===== config.mk =====
export PLATFORM = sky130hd
export DESIGN_NAME = spi_slave_sync
export DESIGN_NICKNAME = d
export VERILOG_FILES = /design/src/rtl/spi_slave_sync.sv
export SDC_FILE = /design/constraint.sdc
export NUM_CORES = 1
export LEC_CHECK = 0
export CAP_MARGIN = 20
export CORE_MARGIN = 2
export CORE_UTILIZATION = 32
export DETAILED_ROUTE_END_ITERATION = 8
export HOLD_SLACK_MARGIN = 0.1
export PLACE_DENSITY = 0.51
export SKIP_LAST_GASP = 1
export SLEW_MARGIN = 40
export SYNTH_ARGS = -nofsm -noshare
export SYNTH_HDL_FRONTEND = slang
export SYNTH_SLANG_ARGS = --single-unit

===== constraint.sdc =====
create_clock -name clk -period 1.9 [get_ports clk]
set_input_delay 0.57 -clock clk [delete_from_list [all_inputs] [get_ports clk]]
set_output_delay 0.57 -clock clk [all_outputs]
set_load 0.02 [all_outputs]

===== src/rtl/spi_slave_sync.sv =====
// rtl/spi_slave_sync.sv - oversampled SPI slave with valid/ready TX and RX holding registers
module spi_slave_sync #(
  parameter int               WIDTH       = 8,
  parameter bit               CPOL        = 1'b0,
  parameter bit               CPHA        = 1'b0,
  parameter int               SYNC_STAGES = 2,
  parameter logic [WIDTH-1:0] TX_IDLE     = '0
) (
  input  logic             clk,
  input  logic             reset,
  input  logic             sclk,
  input  logic             mosi,
  input  logic             ce0,
  output logic             miso,
  output logic             miso_oe,
  input  logic [WIDTH-1:0] tx_data,
  input  logic             tx_valid,
  output logic             tx_ready,
  output logic [WIDTH-1:0] rx_data,
  output logic             rx_valid,
  input  logic             rx_ready,
  output logic             rx_overrun,
  output logic             tx_underrun,
  output logic             busy
);

  localparam int             CW       = $clog2(WIDTH + 1);
  localparam logic [CW-1:0]  CNT_FULL = CW'(WIDTH);

  typedef enum logic {ST_IDLE, ST_ACTIVE} state_t;

  state_t                 state;
  state_t                 state_nxt;
  logic [SYNC_STAGES-1:0] sclk_sync;
  logic [SYNC_STAGES-1:0] ce0_sync;
  logic [SYNC_STAGES-1:0] mosi_sync;
  logic                   sclk_d;
  logic                   ce0_d;
  logic                   sclk_s;
  logic                   ce0_s;
  logic                   mosi_s;
  logic                   leading;
  logic                   trailing;
  logic                   sample_edge;
  logic                   drive_edge;
  logic                   ce0_fall;
  logic                   ce0_rise;
  logic                   active;
  logic                   abort;
  logic                   word_load;
  logic [WIDTH-1:0]       tx_hold;
  logic                   tx_full;
  logic [WIDTH-1:0]       tx_shift;
  logic [WIDTH-1:0]       rx_shift;
  logic [CW-1:0]          bit_cnt;

  assign sclk_s      = sclk_sync[SYNC_STAGES-1];
  assign ce0_s       = ce0_sync[SYNC_STAGES-1];
  assign mosi_s      = mosi_sync[SYNC_STAGES-1];
  assign leading     = (sclk_s != CPOL) && (sclk_d == CPOL);
  assign trailing    = (sclk_s == CPOL) && (sclk_d != CPOL);
  assign sample_edge = CPHA ? trailing : leading;
  assign drive_edge  = CPHA ? leading : trailing;
  assign ce0_fall    = !ce0_s && ce0_d;
  assign ce0_rise    = ce0_s && !ce0_d;
  assign active      = (state == ST_ACTIVE);
  assign abort       = active && ce0_rise;

  // CPHA=0 preloads the first bit on select and reloads after each full word;
  // CPHA=1 loads on the opening drive edge of every word. A drive edge seen
  // with the bit count at zero is exactly a word boundary in both modes.
  assign word_load = (!CPHA && !active && ce0_fall) ||
                     (active && !ce0_rise && drive_edge && (bit_cnt == '0));

  assign tx_ready = !tx_full;
  assign busy     = active;
  assign miso_oe  = active;
  assign miso     = active && tx_shift[WIDTH-1];

  // Oversample the async pins and keep one delayed copy for edge detection
  always_ff @(posedge clk or posedge reset) begin
    if (reset) begin
      sclk_sync <= {SYNC_STAGES{CPOL}};
      ce0_sync  <= '1;
      mosi_sync <= '0;
      sclk_d    <= CPOL;
      ce0_d     <= 1'b1;
    end else begin
      sclk_sync <= {sclk_sync[SYNC_STAGES-2:0], sclk};
      ce0_sync  <= {ce0_sync[SYNC_STAGES-2:0], ce0};
      mosi_sync <= {mosi_sync[SYNC_STAGES-2:0], mosi};
      sclk_d    <= sclk_s;
      ce0_d     <= ce0_s;
    end
  end

  // Select state register
  always_ff @(posedge clk or posedge reset) begin
    if (reset) state <= ST_IDLE;
    else       state <= state_nxt;
  end

  // Select state follows the synchronised chip enable
  always_comb begin
    state_nxt = state;
    case (state)
      ST_IDLE:   if (ce0_fall) state_nxt = ST_ACTIVE;
      ST_ACTIVE: if (ce0_rise) state_nxt = ST_IDLE;
      default:   state_nxt = ST_IDLE;
    endcase
  end

  // Holding registers, shift registers, bit count and status pulses
  always_ff @(posedge clk or posedge reset) begin
    if (reset) begin
      tx_hold     <= '0;
      tx_full     <= 1'b0;
      tx_shift    <= '0;
      rx_shift    <= '0;
      bit_cnt     <= '0;
      rx_data     <= '0;
      rx_valid    <= 1'b0;
      rx_overrun  <= 1'b0;
      tx_underrun <= 1'b0;
    end else begin
      rx_overrun  <= 1'b0;
      tx_underrun <= 1'b0;
      // A handshake in a load cycle refills the holding register for the next word
      if (tx_valid && !tx_full) begin
        tx_hold <= tx_data;
        tx_full <= 1'b1;
      end else if (word_load) begin
        tx_full <= 1'b0;
      end
      if (rx_valid && rx_ready) rx_valid <= 1'b0;
      if (abort) begin
        tx_shift <= '0;
        rx_shift <= '0;
        bit_cnt  <= '0;
      end else begin
        if (word_load) begin
          tx_shift    <= tx_full ? tx_hold : TX_IDLE;
          tx_underrun <= !tx_full;
        end else if (active && drive_edge) begin
          tx_shift <= {tx_shift[WIDTH-2:0], 1'b0};
        end
        if (active && sample_edge) begin
          rx_shift <= {rx_shift[WIDTH-2:0], mosi_s};
          bit_cnt  <= bit_cnt + 1'b1;
        end else if (bit_cnt == CNT_FULL) begin
          bit_cnt <= '0;
          if (!rx_valid || rx_ready) begin
            rx_data  <= rx_shift;
            rx_valid <= 1'b1;
          end else begin
            rx_overrun <= 1'b1;
          end
        end
      end
    end
  end

endmodule


# Word level (Yosys, flattened, before mapping)
# Cells that the tools add are included.
[totals] in_bits=15 elab_cells=75 out_inout_bits=15 ff_bits=49
[op_classes] addsub=1 muxes=25 n_eq_ne=1 n_bitwise=5 n_reduce_logical=28
[ops] cell="2-to-1 mux 8 bit" count=6
[ops] cell="2-to-1 mux 1 bit" count=15
[ops] cell="logical AND 1 bit" count=14
[ops] cell="2-to-1 mux 4 bit" count=3
[ops] cell="zero test 1 bit" count=6
[ops] cell="nonzero test 3 bit" count=2
[ops] cell="inverter 1 bit" count=5
[ops] cell="adder 4 x 1 -> 4 bit (second input constant)" count=1
[ops] cell="== test 4 bit (second input constant)" count=1
[ops] cell="zero test 4 bit" count=1
[ops] cell="AND reduction 4 bit" count=1
[ops] cell="nonzero test 2 bit" count=2
[ops] cell="logical OR 1 bit" count=2
[ops] cell="case mux 1 bit (2 select lines)" count=1

# Logic depth before layout (Yosys ltp)
# Gate-level depths: netlist of the first run.
[logic_depth] depth_word=9 mapped_depth=7 mapped_depth_nobuf=6

# Worst setup path before layout of the first run
# Ideal clock, no wire load.
[synth_timing] path_kind="register to register" start="reg ce0_d" end="reg rx_data[0]" stages_incl_launch_ff=6 arrival_ns=1.540 required_ns=1.775 setup_ns=0.125 path_slack_ns=0.235 synth_period_minus_slack_ns=1.665 cell_sequence="dfstp_2 -> and2b_4 -> o21ai_2 -> and4_4 -> buf_8 -> mux2_4"
[synth_via] elab_chain_cells=5
[synth_rtl] item="start: declaration" line_no="38" rtl="logic ce0_d;"
[synth_rtl] item="start signal: assignment" line_no="93" rtl="ce0_d <= ce0_s;"
[synth_rtl] item="zero test 1 bit" line_no="65" rtl="assign ce0_rise = ce0_s && !ce0_d;"
[synth_rtl] item="logical AND 1 bit" line_no="65"
[synth_rtl] item="logical AND 1 bit" line_no="67" rtl="assign abort = active && ce0_rise;"
[synth_rtl] item="inverter 1 bit (no source line)"
[synth_rtl] item="AND reduction 4 bit (no source line)"
[synth_rtl] item="end signal: assignment" line_no="153" rtl="rx_data <= rx_shift;"
[synth_rtl] item="end: declaration" line_no="19" rtl="output logic [WIDTH-1:0] rx_data,"
# No other way between the ends.
# A chain may end at the register's enable or synchronous reset.

# Final worst setup path of the first run
[layout_timing] start="reg rx_data[2]" end="out rx_data[2]"
# No word-level cell between the ends.

==> results of run 1 <==
-- layer usage --
metal  GRT usage [%]  part of all wire [%]  vias up
met2            16.2                    45       30
met4            3.46                   1.1        0
met3            2.92                   3.9        6
met1            16.2                    50      665
li1                -                     -      642
met5               0                     0        -
-- kinds of logic after synthesis --
logic type	count (synthesis)
AO/OA/AOI/OAI	36
adder cells (fa/ha/maj)	2
AND/OR/NAND/NOR	40
buffers and inverters	14
XOR/XNOR	1
multiplexers	17
flip-flops	49
-- registers in the layout, indices dropped and copies added, names as in the netlist, 2 cells and up --
register	count
rx_data	8
rx_shift	8
tx_hold	8
tx_shift	8
bit_cnt	4
ce0_sync	2
mosi_sync	2
sclk_sync	2
-- worst max path at each step --
stage	start	end	slack, ps	cells past startpoint
after global routing	rx_data[7]$_DFFE_PP0P_	rx_data[7]	10	1
after detailed placement	rx_ready	rx_data[4]$_DFFE_PP0P_	-50	4
after global placement	rx_ready	rx_data[1]$_DFFE_PP0P_	-40	4
after CTS	busy$_DFF_PP0_	busy	4	1
final	rx_data[2]$_DFFE_PP0P_	rx_data[2]	50	1
after floorplan	reset	bit_cnt[0]$_DFFE_PP0P_	160	1
-- layout by cell type (no fill, tap or decap), types with 2 or more instances in the layout --
master	instances
dfstp_2	3
dlymetal6s2s_1	3
ha_1	2
nand2b_1	2
a22o_1	10
inv_1	3
nor2_1	4
mux2_2	9
inv_2	2
o211ai_1	15
nand2_1	10
nor2b_1	4
dfrtp_1	46
a21oi_1	2
buf_4	6
dlygate4sd2_1	2
mux2_4	8
clkbuf_8	5
nand3_1	9
clkdlybuf4s50_1	24
-- repair_timing --
action / in CTS / in global routing
cloned: 0 / 0
setup buffers: 0 / 0
hold buffers: 0 / 0
endpoints found under the setup margin: 2 / 3
gates resized for setup: 2 / 3
-- cell type report --
class,instances,area share [%]
timing repair buffer,36,13.8
clock inverter,2,1.35
inverter,5,0.721
tap,77,3.70
sequential,49,47.3
clock buffer,6,2.79
multi-input combinational,96,30.3
-- through the flow --
stage	hold slack, ps	setup TNS [ps]	total power [mW]	cells
floorplan	331	0	1.75	159
global placement	335	-320	1.93	263
detailed placement	335	-387	1.97	263
CTS	355	0	2.69	271
global route	362	0	2.82	271
finish	354	0	2.66	271
-- power by group --
part           internal, mW  switching, mW
Combinational         0.286          0.269
Clock                 0.391          0.340
Sequential             1.25          0.127
==> run_results.csv, run 1 <==
group,metric,value,unit
outcome,outcome,"completed",
placement,place_area,2490,um2
clock_tree,cts-root-buf,"clkbuf_8",
sta,finalSetupViolations,0,
cells_and_area,fin_nets,210,
yosys,synth_xor_area_share,0.418,%
worst_setup_path,r2r-start,"ce0_d$_DFF_PP1_",
worst_setup_path,crit_type,"reg -> out",
placement,port_buffers,29,
yosys,synth_fa_ha_area_share,1.19,%
sta,hold_viol,0,
sta,fmax,541,MHz
sta,finalCritPeriodShare,97.3,%
worst_hold_path,min_to,"sclk_sync[1]$_DFF_PP0_",
routing,first_iter_violations,87,
grt,grt_pass1_vias,1277,
yosys,synth_compound_area_share,13.9,%
cells_and_area,design_area,2600,um2
yosys,seq_area_frac_synth,58.7,%
worst_setup_path,rr_worst_depth,5,
yosys,syn_area_per_cell,13.2,um2
job,cap_violations,0,
cells_and_area,diodes,0,
worst_hold_path,min_path_type,"reg -> reg",
sta,skew,10.0,ps
clock_tree,cts_tree,"yes",
yosys,synth_edf_count,0,
yosys,synth_common_cells,"46 x dfrtp_1, 15 x o211ai_1, 10 x a22o_1, 10 x nand2_1",
cells_and_area,multi_input_area,790,um2
grt,grt_pass1_wl,6380,um
yosys,yosys.area_share.simple,11.6,%
cells_and_area,fillers,592,
power_and_ir_drop,p_per_area,1020,nW/um2
yosys,synth_top_family_by_area,"compound AO/OA/AOI/OAI gates",
worst_setup_path,cp-start-kind,"flip-flop",
routing,routed_wl,3770,um
yosys,synth.area.mux_share,10.6,%
worst_setup_path,critPathTopFamily,"buffers and inverters",
power_and_ir_drop,peakVddDrop,0.000407,V
clock_tree,clk_path_buf_depth,2,
worst_setup_path,crit_chain,"clkdlybuf4s50_1",
routing,wl_per_cell,13.9,um
routing,vias_per_cell,4.96,
yosys,ys.warnings.count,0,
worst_hold_path,min_path_cells,0,
die,die_area,7210,um2
cells_and_area,post-route-util,41.0,%
yosys,syn-num-nets,176,
yosys,ys_types,41,
clock_tree,clock-sinks,49,
die,start_util,33.0,%
yosys,syn_inst,159,
worst_setup_path,crit_path_end_kind,"output pin",
sta,rsz0062_at_grt,"false",
routing,ant_nets,0,
clock_tree,cts_buffers,5,
yosys,netlist_area,2100,um2
sta,worst_slack,50.5,ps
sta,tightest_slew,517,ps
die,io_pins,30,
clock_tree,clock_latency,300,ps
worst_setup_path,cp_num_buf_inv,1,
clock_tree,clkTransAtPathRegs,90,ps
worst_setup_path,crit_path_max_incr_delay,610,ps
cells_and_area,seqCellArea,1230,um2
die,die_x,84.9,um
sta,period_needed,1850,ps
routing,drtPass1Iterations,6,
worst_hold_path,min_from,"sclk_sync[0]$_DFF_PP0_",
routing,vias,1343,
clock_tree,h-tree-depth,2,
cells_and_area,drive_gt1_share,23.7,%
yosys,synth.area.top_cells,"dfrtp_1 55%, mux2_4 5.7%, o211ai_1 5.4%",
grt,grt_overflow,0,
die,core-area,6350,um2
placement,globalplace.congestion,0.753,
worst_setup_path,r2r_slack,130,ps
yosys,ys_seq_elements,49,
yosys,synthFlopType,"dfrtp_1",
yosys,synth.most_common_cell,"dfrtp_1",
worst_setup_path,crit_required,1330,ps
sta,slew_viol_final,0,
worst_setup_path,r2r-end,"bit_cnt[0]$_DFFE_PP0P_",
grt,grt_max_degree,50,
placement,hpwlAfterDp,2630,um
yosys,yosys.area.top_type,"dfrtp_1",
grt,grt_usage,11.1,%
die,row_count,29,
power_and_ir_drop,cellLeakagePower,1.17,nW
yosys,synthArstFlopShare,100,%
cells_and_area,area_growth,24.2,%
worst_setup_path,path_max_fanout,2,
sta,slew_headroom,65.3,%
worst_setup_path,slowest_stage,"clkdlybuf4s50_1",
grt,antenna_found_initial,0,
yosys,synth_top_cell_area_share,54.9,%
die,die_h,84.9,um
worst_setup_path,arrival,1280,ps
placement,post-place-ws,-51.9,ps
routing,drc,0,
(Power assumes the default switching activity.)
==> inputs of run 2 (changes only) <==
--- a/config.mk
+++ b/config.mk
@@ -8,6 +8,7 @@
 export CAP_MARGIN = 20
 export CORE_MARGIN = 2
 export CORE_UTILIZATION = 32
+export CTS_BUF_LIST = sky130_fd_sc_hd__clkbuf_8
 export DETAILED_ROUTE_END_ITERATION = 8
 export HOLD_SLACK_MARGIN = 0.1
 export PLACE_DENSITY = 0.51
==> run 2 against run 1 <==
Against the previous run:
- via count stayed put
- first-iteration DRC count stayed put
- routed wire length stayed put
- critical endpoint unchanged
- final cell count stayed put
- cell area stayed put
==> run_results.csv, run 2 (synthesis gave the netlist of run 1 again) <==
group,metric,value,unit
worst_setup_path,rr_worst_depth,5,
sta,finalSetupViolations,0,
worst_setup_path,path_max_fanout,2,
placement,place_area,2490,um2
worst_setup_path,crit_type,"reg -> out",
worst_setup_path,cp_num_buf_inv,1,
routing,routed_wl,3770,um
clock_tree,clkTransAtPathRegs,90,ps
worst_setup_path,r2r-start,"ce0_d$_DFF_PP1_",
worst_setup_path,critPathTopFamily,"buffers and inverters",
die,core-area,6350,um2
clock_tree,clk_path_buf_depth,2,
sta,slew_viol_final,0,
routing,wl_per_cell,13.9,um
cells_and_area,mostFrequentLayoutCells,"46 x dfrtp_1, 24 x clkdlybuf4s50_1, 15 x o211ai_1, 10 x a22o_1, 10 x nand2_1",
job,cap_violations,0,
worst_setup_path,slowest_stage,"clkdlybuf4s50_1",
routing,vias,1343,
worst_setup_path,r2r-end,"bit_cnt[0]$_DFFE_PP0P_",
grt,antenna_found_initial,0,
sta,slew_headroom,65.3,%
placement,globalplace.congestion,0.753,
cells_and_area,seqCellArea,1230,um2
sta,fmax,541,MHz
cells_and_area,multi_input_area,790,um2
cells_and_area,final_common_cell,"dfrtp_1",
cells_and_area,diodes,0,
routing,drc,0,
clock_tree,clock_latency,300,ps
sta,finalCritPeriodShare,97.4,%
routing,ant_nets,0,
clock_tree,clock-sinks,49,
routing,drtPass1Iterations,6,
power_and_ir_drop,peakVddDrop,0.000407,V
worst_setup_path,startpoint,"rx_data[2]$_DFFE_PP0P_",
clock_tree,h-tree-depth,2,
die,die_x,84.9,um
die,die_area,7210,um2
worst_hold_path,min_path_type,"reg -> reg",
power_and_ir_drop,cellLeakagePower,1.17,nW
clock_tree,cts-root-buf,"clkbuf_8",
cells_and_area,design_area,2600,um2
worst_setup_path,crit_path_max_incr_delay,610,ps
worst_setup_path,crit_chain,"clkdlybuf4s50_1",
die,row_count,29,
grt,grt_usage,11.1,%
placement,port_buffers,29,
worst_setup_path,cp.depth,1,
clock_tree,cts_tree,"yes",
worst_setup_path,cp-endpoint,"rx_data[2]",
outcome,outcome,"completed",
routing,vias_per_cell,4.96,
grt,grt_pass1_vias,1277,
die,start_util,33.0,%
clock_tree,cts_setup_buffers,0,
cells_and_area,fin_nets,210,
sta,rsz0062_at_grt,"false",
placement,hpwlAfterDp,2630,um
grt,grt_overflow,0,
cells_and_area,drive_gt1_share,23.7,%
sta,tightest_slew,517,ps
sta,skew,10.2,ps
routing,first_iter_violations,87,
sta,hold_viol,0,
placement,post-place-ws,-51.9,ps
clock_tree,cts_buffers,5,
cells_and_area,fillers,592,
grt,grt_max_degree,50,
grt,grt_pass1_wl,6380,um
sta,period_needed,1850,ps
worst_setup_path,crit_path_end_kind,"output pin",
worst_setup_path,crit_required,1330,ps
sta,worst_slack,50.2,ps
clock_tree,postCtsHoldBufs,0,
worst_setup_path,r2r_slack,130,ps
die,io_pins,30,
cells_and_area,area_growth,24.2,%
worst_setup_path,cp-start-kind,"flip-flop",
worst_setup_path,arrival,1280,ps
power_and_ir_drop,p_per_area,1020,nW/um2
die,die_h,84.9,um
run 2: worst min-delay path by stage:
stage	from	to	slack [ps]	cells after the start
after floorplan	mosi_sync[0]$_DFF_PP0_	mosi_sync[1]$_DFF_PP0_	330	0
after global placement	sclk_sync[0]$_DFF_PP0_	sclk_sync[1]$_DFF_PP0_	330	0
after global routing	ce0_sync[0]$_DFF_PP1_	ce0_sync[1]$_DFF_PP1_	360	0
after CTS	sclk_sync[0]$_DFF_PP0_	sclk_sync[1]$_DFF_PP0_	360	0
after detailed placement	sclk_sync[0]$_DFF_PP0_	sclk_sync[1]$_DFF_PP0_	330	0
final	sclk_sync[0]$_DFF_PP0_	sclk_sync[1]$_DFF_PP0_	350	0
run 2: report_power, final:
group / total (mW) / internal [mW] / switching (mW) / leakage, nW
Combinational: 0.555 / 0.286 / 0.269 / 0.485
Sequential: 1.37 / 1.25 / 0.127 / 0.628
Clock: 0.725 / 0.386 / 0.340 / 0.0593
Total: 2.65 / 1.92 / 0.736 / 1.17
run 2: per-layer routing:
layer  wire (um)  vias up  global-route usage, %  part of all wire, %
li1            -      642                      -                    -
met1        1870      665                   16.2                   50
met2        1710       30                   16.2                   45
met3         147        6                   2.92                  3.9
met4          42        0                   3.46                  1.1
met5           0        -                      0                    0
run 2: repair_timing:
item,CTS,global route
endpoints found under the setup margin,2,3
gates resized for setup,2,3
cloned,0,0
run 2: cell type report:
type,instances,share of cell area (%)
clock buffers,5,2.64
clock inverters,3,1.49
inverters,5,0.721
multi-input cells,96,30.3
flip-flops and latches,49,47.3
well taps,77,3.70
repair buffers,36,13.8
run 2: per-stage QoR:
step | power, mW | hold WS (ps) | utilization [%] | cells | setup TNS (ps)
5_1_grt | 2.82 | 362 | 41.0 | 271 | 0
3_5_place_dp | 1.97 | 335 | 39.2 | 263 | -387
6_report | 2.65 | 354 | 41.0 | 271 | 0
4_1_cts | 2.69 | 355 | 40.9 | 271 | 0
2_1_floorplan | 1.75 | 331 | - | 159 | 0
3_3_place_gp | 1.93 | 335 | 39.2 | 263 | -320
==> inputs of run 3 (changes only) <==
--- a/config.mk
+++ b/config.mk
@@ -6,7 +6,7 @@
 export NUM_CORES = 1
 export LEC_CHECK = 0
 export CAP_MARGIN = 20
-export CORE_MARGIN = 2
+export CORE_MARGIN = 4
 export CORE_UTILIZATION = 32
 export CTS_BUF_LIST = sky130_fd_sc_hd__clkbuf_8
 export DETAILED_ROUTE_END_ITERATION = 8
==> constraint.sdc (replaced) <==
create_clock -name clk -period 1.8 [get_ports clk]
set_input_delay 0.54 -clock clk [delete_from_list [all_inputs] [get_ports clk]]
set_output_delay 0.54 -clock clk [all_outputs]
set_load 0.02 [all_outputs]
==> run 3 against run 2 <==
Against the previous run:
- non-clock buffer count is 5 higher
- flip-flop and latch count is the same
- sequential power increased by 6%
- utilization grew 0.12 points
- combinational power is 8.1% higher
==> run_results.csv, run 3 (synthesis gave the netlist of run 1 again) <==
group,metric,value,unit
outcome,outcome,"completed",
cells_and_area,fin_nets,215,
sta,hold_viol,0,
cells_and_area,fin_cells,276,
sta,fmax,585,MHz
cells_and_area,drive_gt1_share,26.6,%
power_and_ir_drop,p_per_area,1030,nW/um2
power_and_ir_drop,cellLeakagePower,1.21,nW
routing,first_iter_violations,55,
power_and_ir_drop,peakVddDrop,0.000453,V
clock_tree,cts_buffers,5,
sta,setup_tns,0,ps
die,core-area,6350,um2
placement,placed_cells,266,
die,die_h,88.9,um
worst_hold_path,min_to,"sclk_sync[1]$_DFF_PP0_",
die,row_count,29,
sta,rsz0062_at_grt,"false",
sta,period_needed,1710,ps
job,cap_violations,0,
worst_hold_path,min_path_cells,0,
worst_setup_path,r2r_slack,100,ps
sta,timing.hold.ws,355,ps
routing,routed_wl,3920,um
die,die_area,7910,um2
clock_tree,clk_path_buf_depth,2,
cells_and_area,area_growth,24.5,%
worst_setup_path,r2r-start,"bit_cnt[0]$_DFFE_PP0P_",
worst_hold_path,min_path_type,"reg -> reg",
sta,finalSetupViolations,0,
sta,slew_viol_final,0,
routing,vias_per_cell,4.79,
sta,tightest_slew,344,ps
worst_setup_path,arrival,1170,ps
worst_setup_path,crit_path_end_kind,"output pin",
worst_setup_path,rr_worst_depth,5,
routing,wl_per_cell,14.2,um
clock_tree,clock-sinks,49,
worst_setup_path,cp-start-kind,"flip-flop",
sta,slew_headroom,77.0,%
routing,drtPass1Iterations,4,
die,die_x,88.9,um
clock_tree,clock_latency,300,ps
cells_and_area,post-route-util,41.1,%
grt,grt_usage,11.2,%
placement,port_buffers,29,
cells_and_area,mostFrequentLayoutCells,"46 x dfrtp_1, 15 x o211ai_1, 15 x dlygate4sd2_1, 14 x clkdlybuf4s50_1",
routing,vias,1321,
clock_tree,h-tree-depth,2,
cells_and_area,fillers,602,
clock_tree,cts-root-buf,"clkbuf_8",
routing,ant_nets,0,
placement,post-place-ws,-123,ps
cells_and_area,final_common_cell,"dfrtp_1",
grt,antenna_found_initial,0,
grt,grt_overflow,0,
placement,hpwlAfterDp,2830,um
die,io_pins,30,
placement,globalplace.congestion,0.763,
worst_setup_path,crit_type,"reg -> out",
sta,finalCritPeriodShare,94.9,%
worst_setup_path,r2r-end,"rx_data[2]$_DFFE_PP0P_",
clock_tree,cts_tree,"yes",
grt,grt_pass1_wl,6690,um
cells_and_area,diodes,0,
sta,worst_slack,91.9,ps
sta,skew,7.48,ps
worst_setup_path,crit_required,1260,ps
worst_hold_path,min_from,"sclk_sync[0]$_DFF_PP0_",
routing,drc,0,
grt,grt_pass1_vias,1294,
grt,grt_max_degree,50,
clock_tree,clkTransAtPathRegs,90,ps
worst_setup_path,path_max_fanout,4,
clock_tree,postCtsHoldBufs,0,
die,start_util,33.0,%
## run 3: cell type report
class,count,area (um2),share of cell area [%]
multi-input combinational,96,807,30.9
sequential,49,1230,47.1
clock inverter,3,17.5,0.671
tap,77,96.3,3.69
timing repair buffer,41,372,14.2
clock buffer,5,68.8,2.64
inverter,5,18.8,0.719
## run 3: how the worst max path moves through the flow
| stage | startpoint | end | slack (ps) | depth (start not counted) |
|---|---|---|---|---|
| after detailed placement | rx_ready | rx_data[2]$_DFFE_PP0P_ | -120 | 4 |
| final | busy$_DFF_PP0_ | miso | 90 | 2 |
| after global routing | bit_cnt[0]$_DFFE_PP0P_ | rx_data[2]$_DFFE_PP0P_ | 9 | 5 |
| after CTS | ce0_d$_DFF_PP1_ | bit_cnt[0]$_DFFE_PP0P_ | 30 | 5 |
| after global placement | rx_ready | rx_data[1]$_DFFE_PP0P_ | -110 | 4 |
| after floorplan | reset | bit_cnt[0]$_DFFE_PP0P_ | 90 | 1 |
## run 3: timing repair
action | 4_1_cts | 5_1_grt
cloned | 0 | 1
setup buffers | 0 | 1
resized for setup | 15 | 5
setup endpoints to repair | 15 | 29
pin swaps | 0 | 2
## run 3: stage by stage
stage / area [um2] / total power, mW
3_5_place_dp: 2510 / 2.09
3_3_place_gp: 2510 / 2.05
6_report: 2610 / 2.68
4_1_cts: 2580 / 2.71
5_1_grt: 2610 / 2.84
2_1_floorplan: 2100 / 1.85
## run 3: routing by layer
| layer | up-vias | global-route usage, % | share of wire (%) |
|---|---|---|---|
| met5 | - | 0 | 0 |
| met4 | 0 | 4.53 | 1.6 |
| met3 | 8 | 3.41 | 4.2 |
| met2 | 24 | 15.6 | 47 |
| met1 | 637 | 16.2 | 48 |
| li1 | 652 | - | - |
## run 3: critical path, cell delays in order (launching register included)
cell and delay (ps):
dfrtp_1 400, and2_1 160, dlygate4sd2_1 310
## run 3: report_power, final
group | total (mW) | switching [mW] | internal [mW]
combinational | 0.600 | 0.293 | 0.307
sequential | 1.45 | 0.131 | 1.31
clock | 0.632 | 0.360 | 0.272
total | 2.68 | 0.785 | 1.89
